File: config.mk
export PLATFORM = sky130hd
export DESIGN_NAME = decode_stage
export DESIGN_NICKNAME = d
export VERILOG_FILES = /design/src/rtl/decode_stage.sv
export SDC_FILE = /design/constraint.sdc
export NUM_CORES = 2
export LEC_CHECK = 0
export ABC_AREA = 1
export BUFFER_PORTS_ARGS = -buffer_cell sky130_fd_sc_hd__buf_2
export CELL_PAD_IN_SITES_DETAIL_PLACEMENT = 1
export CELL_PAD_IN_SITES_GLOBAL_PLACEMENT = 1
export CORE_MARGIN = 5
export CORE_UTILIZATION = 45
export CTS_BUF_LIST = sky130_fd_sc_hd__clkbuf_16
export DETAILED_ROUTE_END_ITERATION = 6
export HOLD_SLACK_MARGIN = 0.12
export PLACE_DENSITY = 0.85
export SYNTH_ARGS = -nofsm -noshare
export SYNTH_HDL_FRONTEND = slang
export SYNTH_SLANG_ARGS = --single-unit
File: constraint.sdc
create_clock -name iClk -period 7.2 [get_ports iClk]
set_clock_uncertainty 0.05 [all_clocks]
set_input_delay 1.44 -clock iClk [delete_from_list [all_inputs] [get_ports iClk]]
set_output_delay 1.44 -clock iClk [all_outputs]
set_load 0.03 [all_outputs]
File: src/rtl/decode_stage.sv
// RV32I decode stage behind fetch_WB: realigns {pc, instr} across the one-cycle RAM latency,
// decodes fields and immediates, reads the register file and owns its write port.

module decode_stage_chk (
  input logic iClk,
  input logic iRst,
  input logic iOverflow
);
  // The noOp feedback bounds occupancy at two; a push into a full FIFO means that loop is broken.
  skidOverflowA: assert property (@(posedge iClk) disable iff (iRst) !iOverflow);
endmodule

module decode_stage #(
  parameter int cXLEN   = 32,
  parameter int cRegNum = 32
) (
  input  logic             iClk,
  input  logic             iRst,
  input  logic [cXLEN-1:0] iCurPc,
  input  logic [cXLEN-1:0] iInstr,
  input  logic             iFlush,
  input  logic             iStall,
  input  logic             iRegWrDv,
  input  logic [4:0]       iRegWrAddr,
  input  logic [cXLEN-1:0] iRegWrData,
  output logic             oFetchNoOp,
  output logic             oValid,
  output logic [cXLEN-1:0] oPc,
  output logic [cXLEN-1:0] oInstr,
  output logic [6:0]       oOpcode,
  output logic [2:0]       oFunct3,
  output logic [6:0]       oFunct7,
  output logic [4:0]       oRdAddr,
  output logic [4:0]       oRs1Addr,
  output logic [4:0]       oRs2Addr,
  output logic [cXLEN-1:0] oRs1Data,
  output logic [cXLEN-1:0] oRs2Data,
  output logic [cXLEN-1:0] oImm,
  output logic             oIllegal
);

  logic [cXLEN-1:0]              pcD1_r;
  logic                          noOpD1_r, noOpD2_r, squashCnt_r;
  logic [1:0]                    fifoCnt_r;
  logic [cXLEN-1:0]              fifoPc_r [2];
  logic [cXLEN-1:0]              fifoInstr_r [2];
  logic [cRegNum-1:0][cXLEN-1:0] regs_r;

  logic             inFresh_s, useFifo_s, haveSrc_s, loadOut_s, push_s, pop_s;
  logic             wrEn_s, overflow_s, ill_s;
  logic [cXLEN-1:0] srcPc_s, srcInstr_s, rs1Data_s, rs2Data_s, heldRs1_s, heldRs2_s, imm_s;
  logic [4:0]       rs1_s, rs2_s;

  // Returns {illegal, immediate}; unsupported encodings yield a zero immediate.
  function automatic logic [cXLEN:0] decodeImm(input logic [cXLEN-1:0] ins);
    logic [cXLEN-1:0] imm;
    logic             ill;
    imm = {cXLEN{1'b0}};
    ill = 1'b0;
    if (ins[1:0] != 2'b11) begin
      ill = 1'b1;
    end else begin
      case (ins[6:0])
        7'b0010011, 7'b0000011, 7'b1100111, 7'b1110011:
          imm = {{(cXLEN-12){ins[31]}}, ins[31:20]};
        7'b0100011: imm = {{(cXLEN-12){ins[31]}}, ins[31:25], ins[11:7]};
        7'b1100011: imm = {{(cXLEN-12){ins[31]}}, ins[7], ins[30:25], ins[11:8], 1'b0};
        7'b0110111, 7'b0010111: imm = {ins[31:12], 12'd0};
        7'b1101111: imm = {{(cXLEN-20){ins[31]}}, ins[19:12], ins[20], ins[30:21], 1'b0};
        7'b0110011, 7'b0001111: imm = {cXLEN{1'b0}};
        default: ill = 1'b1;
      endcase
    end
    return {ill, imm};
  endfunction

  assign oFetchNoOp = iStall & ~iFlush;

  // Source selection, FIFO push/pop control and register reads with write-first bypass.
  always_comb begin
    inFresh_s  = ~iFlush & ~squashCnt_r & ~noOpD2_r;
    useFifo_s  = (fifoCnt_r != 2'd0);
    if (useFifo_s) begin
      srcPc_s    = fifoPc_r[0];
      srcInstr_s = fifoInstr_r[0];
    end else begin
      srcPc_s    = pcD1_r;
      srcInstr_s = iInstr;
    end
    haveSrc_s  = useFifo_s | inFresh_s;
    loadOut_s  = ~iFlush & ~iStall & haveSrc_s;
    pop_s      = ~iFlush & ~iStall & useFifo_s;
    push_s     = inFresh_s & (iStall | useFifo_s);
    overflow_s = push_s & ~pop_s & (fifoCnt_r == 2'd2);
    wrEn_s     = iRegWrDv & (iRegWrAddr != 5'd0);
    rs1_s      = srcInstr_s[19:15];
    rs2_s      = srcInstr_s[24:20];
    if (rs1_s == 5'd0) begin
      rs1Data_s = {cXLEN{1'b0}};
    end else if (wrEn_s && (iRegWrAddr == rs1_s)) begin
      rs1Data_s = iRegWrData;
    end else begin
      rs1Data_s = regs_r[rs1_s];
    end
    if (rs2_s == 5'd0) begin
      rs2Data_s = {cXLEN{1'b0}};
    end else if (wrEn_s && (iRegWrAddr == rs2_s)) begin
      rs2Data_s = iRegWrData;
    end else begin
      rs2Data_s = regs_r[rs2_s];
    end
    // wrEn_s already excludes x0, so a held x0 operand never picks up a write.
    heldRs1_s = (wrEn_s && (iRegWrAddr == oRs1Addr)) ? iRegWrData : oRs1Data;
    heldRs2_s = (wrEn_s && (iRegWrAddr == oRs2Addr)) ? iRegWrData : oRs2Data;
    {ill_s, imm_s} = decodeImm(srcInstr_s);
  end

  // RAM-latency alignment, noOp history and post-redirect squash.
  always_ff @(posedge iClk) begin
    if (iRst) begin
      pcD1_r      <= {cXLEN{1'b0}};
      noOpD1_r    <= 1'b0;
      noOpD2_r    <= 1'b0;
      squashCnt_r <= 1'b1;
    end else begin
      pcD1_r      <= iCurPc;
      noOpD1_r    <= oFetchNoOp;
      noOpD2_r    <= noOpD1_r;
      squashCnt_r <= iFlush;
    end
  end

  // Register file write port; only reset blocks writes.
  always_ff @(posedge iClk) begin
    if (iRst) begin
      regs_r <= {(cRegNum*cXLEN){1'b0}};
    end else if (wrEn_s) begin
      regs_r[iRegWrAddr] <= iRegWrData;
    end else begin
      regs_r <= regs_r;
    end
  end

  // Two-entry skid FIFO; entry 0 is the head.
  always_ff @(posedge iClk) begin
    if (iRst) begin
      fifoCnt_r      <= 2'd0;
      fifoPc_r[0]    <= {cXLEN{1'b0}};
      fifoPc_r[1]    <= {cXLEN{1'b0}};
      fifoInstr_r[0] <= {cXLEN{1'b0}};
      fifoInstr_r[1] <= {cXLEN{1'b0}};
    end else if (iFlush) begin
      fifoCnt_r <= 2'd0;
    end else begin
      case ({pop_s, push_s})
        2'b10: begin
          fifoPc_r[0]    <= fifoPc_r[1];
          fifoInstr_r[0] <= fifoInstr_r[1];
          fifoCnt_r      <= fifoCnt_r - 2'd1;
        end
        2'b01: begin
          if (fifoCnt_r == 2'd0) begin
            fifoPc_r[0]    <= pcD1_r;
            fifoInstr_r[0] <= iInstr;
            fifoCnt_r      <= 2'd1;
          end else if (fifoCnt_r == 2'd1) begin
            fifoPc_r[1]    <= pcD1_r;
            fifoInstr_r[1] <= iInstr;
            fifoCnt_r      <= 2'd2;
          end else begin
            fifoCnt_r <= fifoCnt_r;
          end
        end
        2'b11: begin
          if (fifoCnt_r == 2'd1) begin
            fifoPc_r[0]    <= pcD1_r;
            fifoInstr_r[0] <= iInstr;
          end else begin
            fifoPc_r[0]    <= fifoPc_r[1];
            fifoInstr_r[0] <= fifoInstr_r[1];
            fifoPc_r[1]    <= pcD1_r;
            fifoInstr_r[1] <= iInstr;
          end
        end
        default: fifoCnt_r <= fifoCnt_r;
      endcase
    end
  end

  // Decoded output register; when not loading it holds, but operands track writes.
  always_ff @(posedge iClk) begin
    if (iRst) begin
      oValid   <= 1'b0;
      oPc      <= {cXLEN{1'b0}};
      oInstr   <= {cXLEN{1'b0}};
      oOpcode  <= 7'd0;
      oFunct3  <= 3'd0;
      oFunct7  <= 7'd0;
      oRdAddr  <= 5'd0;
      oRs1Addr <= 5'd0;
      oRs2Addr <= 5'd0;
      oRs1Data <= {cXLEN{1'b0}};
      oRs2Data <= {cXLEN{1'b0}};
      oImm     <= {cXLEN{1'b0}};
      oIllegal <= 1'b0;
    end else if (loadOut_s) begin
      oValid   <= 1'b1;
      oPc      <= srcPc_s;
      oInstr   <= srcInstr_s;
      oOpcode  <= srcInstr_s[6:0];
      oFunct3  <= srcInstr_s[14:12];
      oFunct7  <= srcInstr_s[31:25];
      oRdAddr  <= srcInstr_s[11:7];
      oRs1Addr <= rs1_s;
      oRs2Addr <= rs2_s;
      oRs1Data <= rs1Data_s;
      oRs2Data <= rs2Data_s;
      oImm     <= imm_s;
      oIllegal <= ill_s;
    end else begin
      oValid   <= oValid & iStall & ~iFlush;
      oRs1Data <= heldRs1_s;
      oRs2Data <= heldRs2_s;
    end
  end

  decode_stage_chk uChk (
    .iClk      (iClk),
    .iRst      (iRst),
    .iOverflow (overflow_s)
  );

endmodule

==> impl_results.md <==
- Status: finished clean
- CTS H-tree depth: 4
- Setup bufs post-CTS: 0
- Multi-input logic area: 34300 um^2
- Fillers: 19400
- Syn Area/Cell: 6.81 um^2
- CP max stage delay: 1350 ps
- Pleak: 28.5 nW
- Clk pin slew, worst setup/hold paths: 60 ps
- Initial antenna violation count: 13
- Hold_buf cts: 0
- WP data required: 7610 ps
- # IOs: 301
- Yosys warnings: 0
- Internal power: 0.0123 W
- First-pass GRT wire length: 460 mm
- Core area: 150000 um^2
- Switching pwr: 0.00532 W
- Detailed-route via count: 76300
- Post-DP HPWL: 169 mm
- Clock root buffer: clkbuf_16
- Register Area: 28300 um^2
- Slew @ Worst Pin: 1370 ps
- Switching share of power: 0.302
- Die height: 398 um
- Critical path startpoint category: flop
- Final slew viol count: 0
- Cts repair resizes: 0
- Number of global-route vias before repair: 77500
- Hold Fails Final Rpt: 0
- Antenna-violating nets left: 0
- Seq/Total Area, Yosys: 0.418
- Placed Cells incl. Taps: 11400
- Max cap viols: 0
- Relative slew slack: 0.0814
- Synth unique cells: 38
- Combinational family with the most area after synthesis: simple AND/OR/NAND/NOR gates
- Mapped Area: 67800 um^2
- Input/output buffers: 300
- Number of remaining DRC errors: 0
- Final instance area: 73900 um^2
- Critical path class: reg -> reg
- Comb pwr share: 0.138
- Initial Utilization: 0.453
- Die X-Extent: 398 um
- Post-Syn Instances: 9954
- Final wirelength: 307 mm
- Most used cell, CP: inv_1
- Power per Cell Area: 238 nW/um^2
- Post-synthesis mux area share: 0.00531
- Flop-to-flop setup slack: 1990 ps
- Worst-path fanout max: 64
- Tmin final: 5210 ps
- Sequential share of power: 0.445
- Simple-Gate Fraction of Synth Area: 0.282
- Nets: 9668
- Total power: 0.0176 W
- Starting DRT DRC Count: 9062
- Synth Net Count: 10100
- Fmax: 192 MHz
- Share of cells above drive strength 1: 0.0761
- Crit path cell chain: inv_1, ha_4, inv_2, buf_4, o21ai_0, inv_1, ha_1, inv_1, nor2_4, clkinv_1, nand2_2, o22ai_1
- R2R Path Start: fifoCnt_r[0]$_SDFFE_PP0P_
- Placement row count: 142
- Clk sinks: 1351
- Worst setup EP type: flop
- Total Routing Usage GR: 0.369
- Pin count of the biggest net entering global routing: 256
- Final worst path period share: 0.724
- Clock power share: 0.417
- Post-Synth Adder-Cell Area: 0.00111
- Setup TNS: 0 ps
- Capture point of the worst path: fifoInstr_r[0][4]$_DFFE_PP_
- Clk_lat worst skew: 790 ps
- Clk buf depth: 3
- Gp weighted congestion: 0.861
- Post-DR wirelength/cell: 26.2 um
- Post-Synth XOR/XNOR Area: 0.00181
- CP max-delay cell: nand2_2
- Peak supply drop: 229 uV
- Die Footprint: 159000 um^2
- CTS tree: built
- Final setup fails: 0
- Util after Layout: 0.493
- HP Class: reg -> reg
- Crit path launch: fifoCnt_r[0]$_SDFFE_PP0P_
- GRT overflow: 0
- Placed cell area: 69300 um^2
- Initial DRT Pass Iterations: 6
- Critical Path AT: 5630 ps
- Capture point of the worst reg-to-reg path: fifoInstr_r[0][4]$_DFFE_PP_
- Finished Layout Cells: 11700
- RSZ-0062 raised after global routing: false
- Post-synthesis compound-gate area fraction: 0.209
- Cts bufs inserted: 149
- Area grow syn2layout: 8.93%
- Routed vias/inst: 6.52
- Seq cells post-synth: 1351
- FF-to-FF path depth: 12
[power groups by stage]
stage	clock network, W	registers (W)	logic, W
CTS	0.00737	0.00783	0.00234
global route	0.00770	0.00784	0.00253
floorplan	0	0.00801	0.00145
finish	0.00735	0.00784	0.00243
detailed placement	0	0.00799	0.00232
global placement	0	0.00798	0.00227
[flip-flops by register name, summed over array words and instances, names as in the netlist]
| name | cells |
|---|---|
| fifoCnt_r | 2 |
| fifoInstr_r | 64 |
| fifoPc_r | 64 |
| noOpD1_r | 1 |
| noOpD2_r | 1 |
| oIllegal | 1 |
| oImm | 32 |
| oInstr | 32 |
| oPc | 32 |
| oRs1Data | 32 |
| oRs2Data | 32 |
| oValid | 1 |
| pcD1_r | 32 |
| regs_r | 1024 |
| squashCnt_r | 1 |
[cell families after synthesis]
| family | after synthesis |
|---|---|
| buffers and inverters | 1331 |
| and+or+nand+nor | 4460 |
| xor gates and xnor gates | 14 |
| AOI/OAI and AO/OA | 2756 |
| adders and majority gates | 6 |
| muxes | 36 |
| DFF | 1351 |
[per-layer routing]
metal | GRT usage | up-vias | wire length [um]
li1 | - | 33000 | -
met1 | 0.454 | 37800 | 117000
met2 | 0.581 | 4303 | 137000
met3 | 0.0811 | 1205 | 30800
met4 | 0.247 | 6 | 22300
met5 | 0 | - | 34
[worst max-delay path, delay by kind of cell, from the launching register on]
kind,cells,cell delay [ps]
AO/OA/AOI/OAI,2,550
flip-flops,1,440
adder cells (fa/ha/maj),2,380
buffers and inverters,6,1930
AND/OR/NAND/NOR,2,1470
[synth_stat cells]
library cell / count / area, um^2
buf_6: 7 / 78.8
o21ai_1: 46 / 230
nor3_1: 16 / 80.1
buf_4: 51 / 383
a31oi_1: 48 / 300
nand2_4: 1 / 11.3
a32o_1: 1 / 10.0
o21ai_0: 1302 / 6520
dfxtp_1: 1223 / 24500
buf_1: 66 / 248
o21ai_2: 8 / 70.1
nand4_1: 6 / 37.5
edfxtp_1: 128 / 3840
clkbuf_1: 603 / 2260
o21ai_4: 2 / 32.5
ha_1: 6 / 75.1
nor2_2: 9 / 56.3
nor2_1: 309 / 1160
mux2i_1: 36 / 360
nand3_1: 1822 / 9120
nand2_1: 2282 / 8570
inv_1: 310 / 1160
nand3_2: 1 / 10.0
clkinv_1: 7 / 26.3
nand2_2: 6 / 37.5
a221oi_1: 1 / 8.76
nor3_2: 3 / 30.0
xor2_1: 10 / 87.6
o211ai_1: 105 / 788
or2_2: 1 / 6.26
xnor2_1: 4 / 35.0
nor2_4: 4 / 45.0
a21oi_1: 1220 / 6110
inv_2: 15 / 56.3
o221ai_1: 1 / 8.76
o21bai_1: 1 / 7.51
buf_2: 272 / 1360
o22ai_1: 21 / 131
[metrics by stage]
stage / hold WS, ps / setup slack, ps
6_report: 391 / 1990
5_1_grt: 417 / 1690
4_1_cts: 395 / 2080
3_5_place_dp: 361 / 1720
3_3_place_gp: 349 / 2010
2_1_floorplan: 338 / 627
[area by class of cell]
type                    count  share of cell area
diodes                     10            0.000339
clock buffers             149              0.0505
clock inverters           118              0.0111
inverters                 332              0.0174
multi-input cells        7272               0.465
flip-flops and latches   1351               0.383
well taps                2016              0.0341
repair buffers            450              0.0385
[layout by cell type (no fill, tap or decap), types with 10 or more instances in the layout]
cell type | netlist | routed
a31oi_1 | 48 | 47
o21ai_1 | 46 | 41
nor2_1 | 309 | 288
clkinv_2 | 0 | 23
inv_2 | 15 | 11
xor2_1 | 10 | 10
a21oi_1 | 1220 | 1220
buf_4 | 51 | 133
clkinv_1 | 7 | 41
o211ai_1 | 105 | 105
buf_12 | 0 | 17
nor3_1 | 16 | 15
diode_2 | 0 | 10
dfxtp_1 | 1223 | 1223
nand3_1 | 1822 | 1819
nand2_1 | 2282 | 2278
clkbuf_16 | 0 | 149
mux2i_1 | 36 | 36
edfxtp_1 | 128 | 128
nor2_4 | 4 | 34
inv_1 | 310 | 344
o21ai_0 | 1302 | 1302
buf_2 | 272 | 299
o22ai_1 | 21 | 21
o21ai_4 | 2 | 11
[how the worst min path moves through the flow]
| stage | startpoint | endpoint | slack (ps) | cells after the start |
|---|---|---|---|---|
| 2_1_floorplan | noOpD1_r$_SDFF_PP0_ | noOpD2_r$_SDFF_PP0_ | 340 | 2 |
| 3_3_place_gp | noOpD1_r$_SDFF_PP0_ | noOpD2_r$_SDFF_PP0_ | 350 | 2 |
| 3_5_place_dp | noOpD1_r$_SDFF_PP0_ | noOpD2_r$_SDFF_PP0_ | 360 | 2 |
| 4_1_cts | regs_r[30]$_SDFFE_PP0P_ | regs_r[30]$_SDFFE_PP0P_ | 400 | 2 |
| 5_1_grt | regs_r[30]$_SDFFE_PP0P_ | regs_r[30]$_SDFFE_PP0P_ | 420 | 2 |
| 6_report | regs_r[30]$_SDFFE_PP0P_ | regs_r[30]$_SDFFE_PP0P_ | 390 | 2 |
Power figures use the tool's default switching activity.
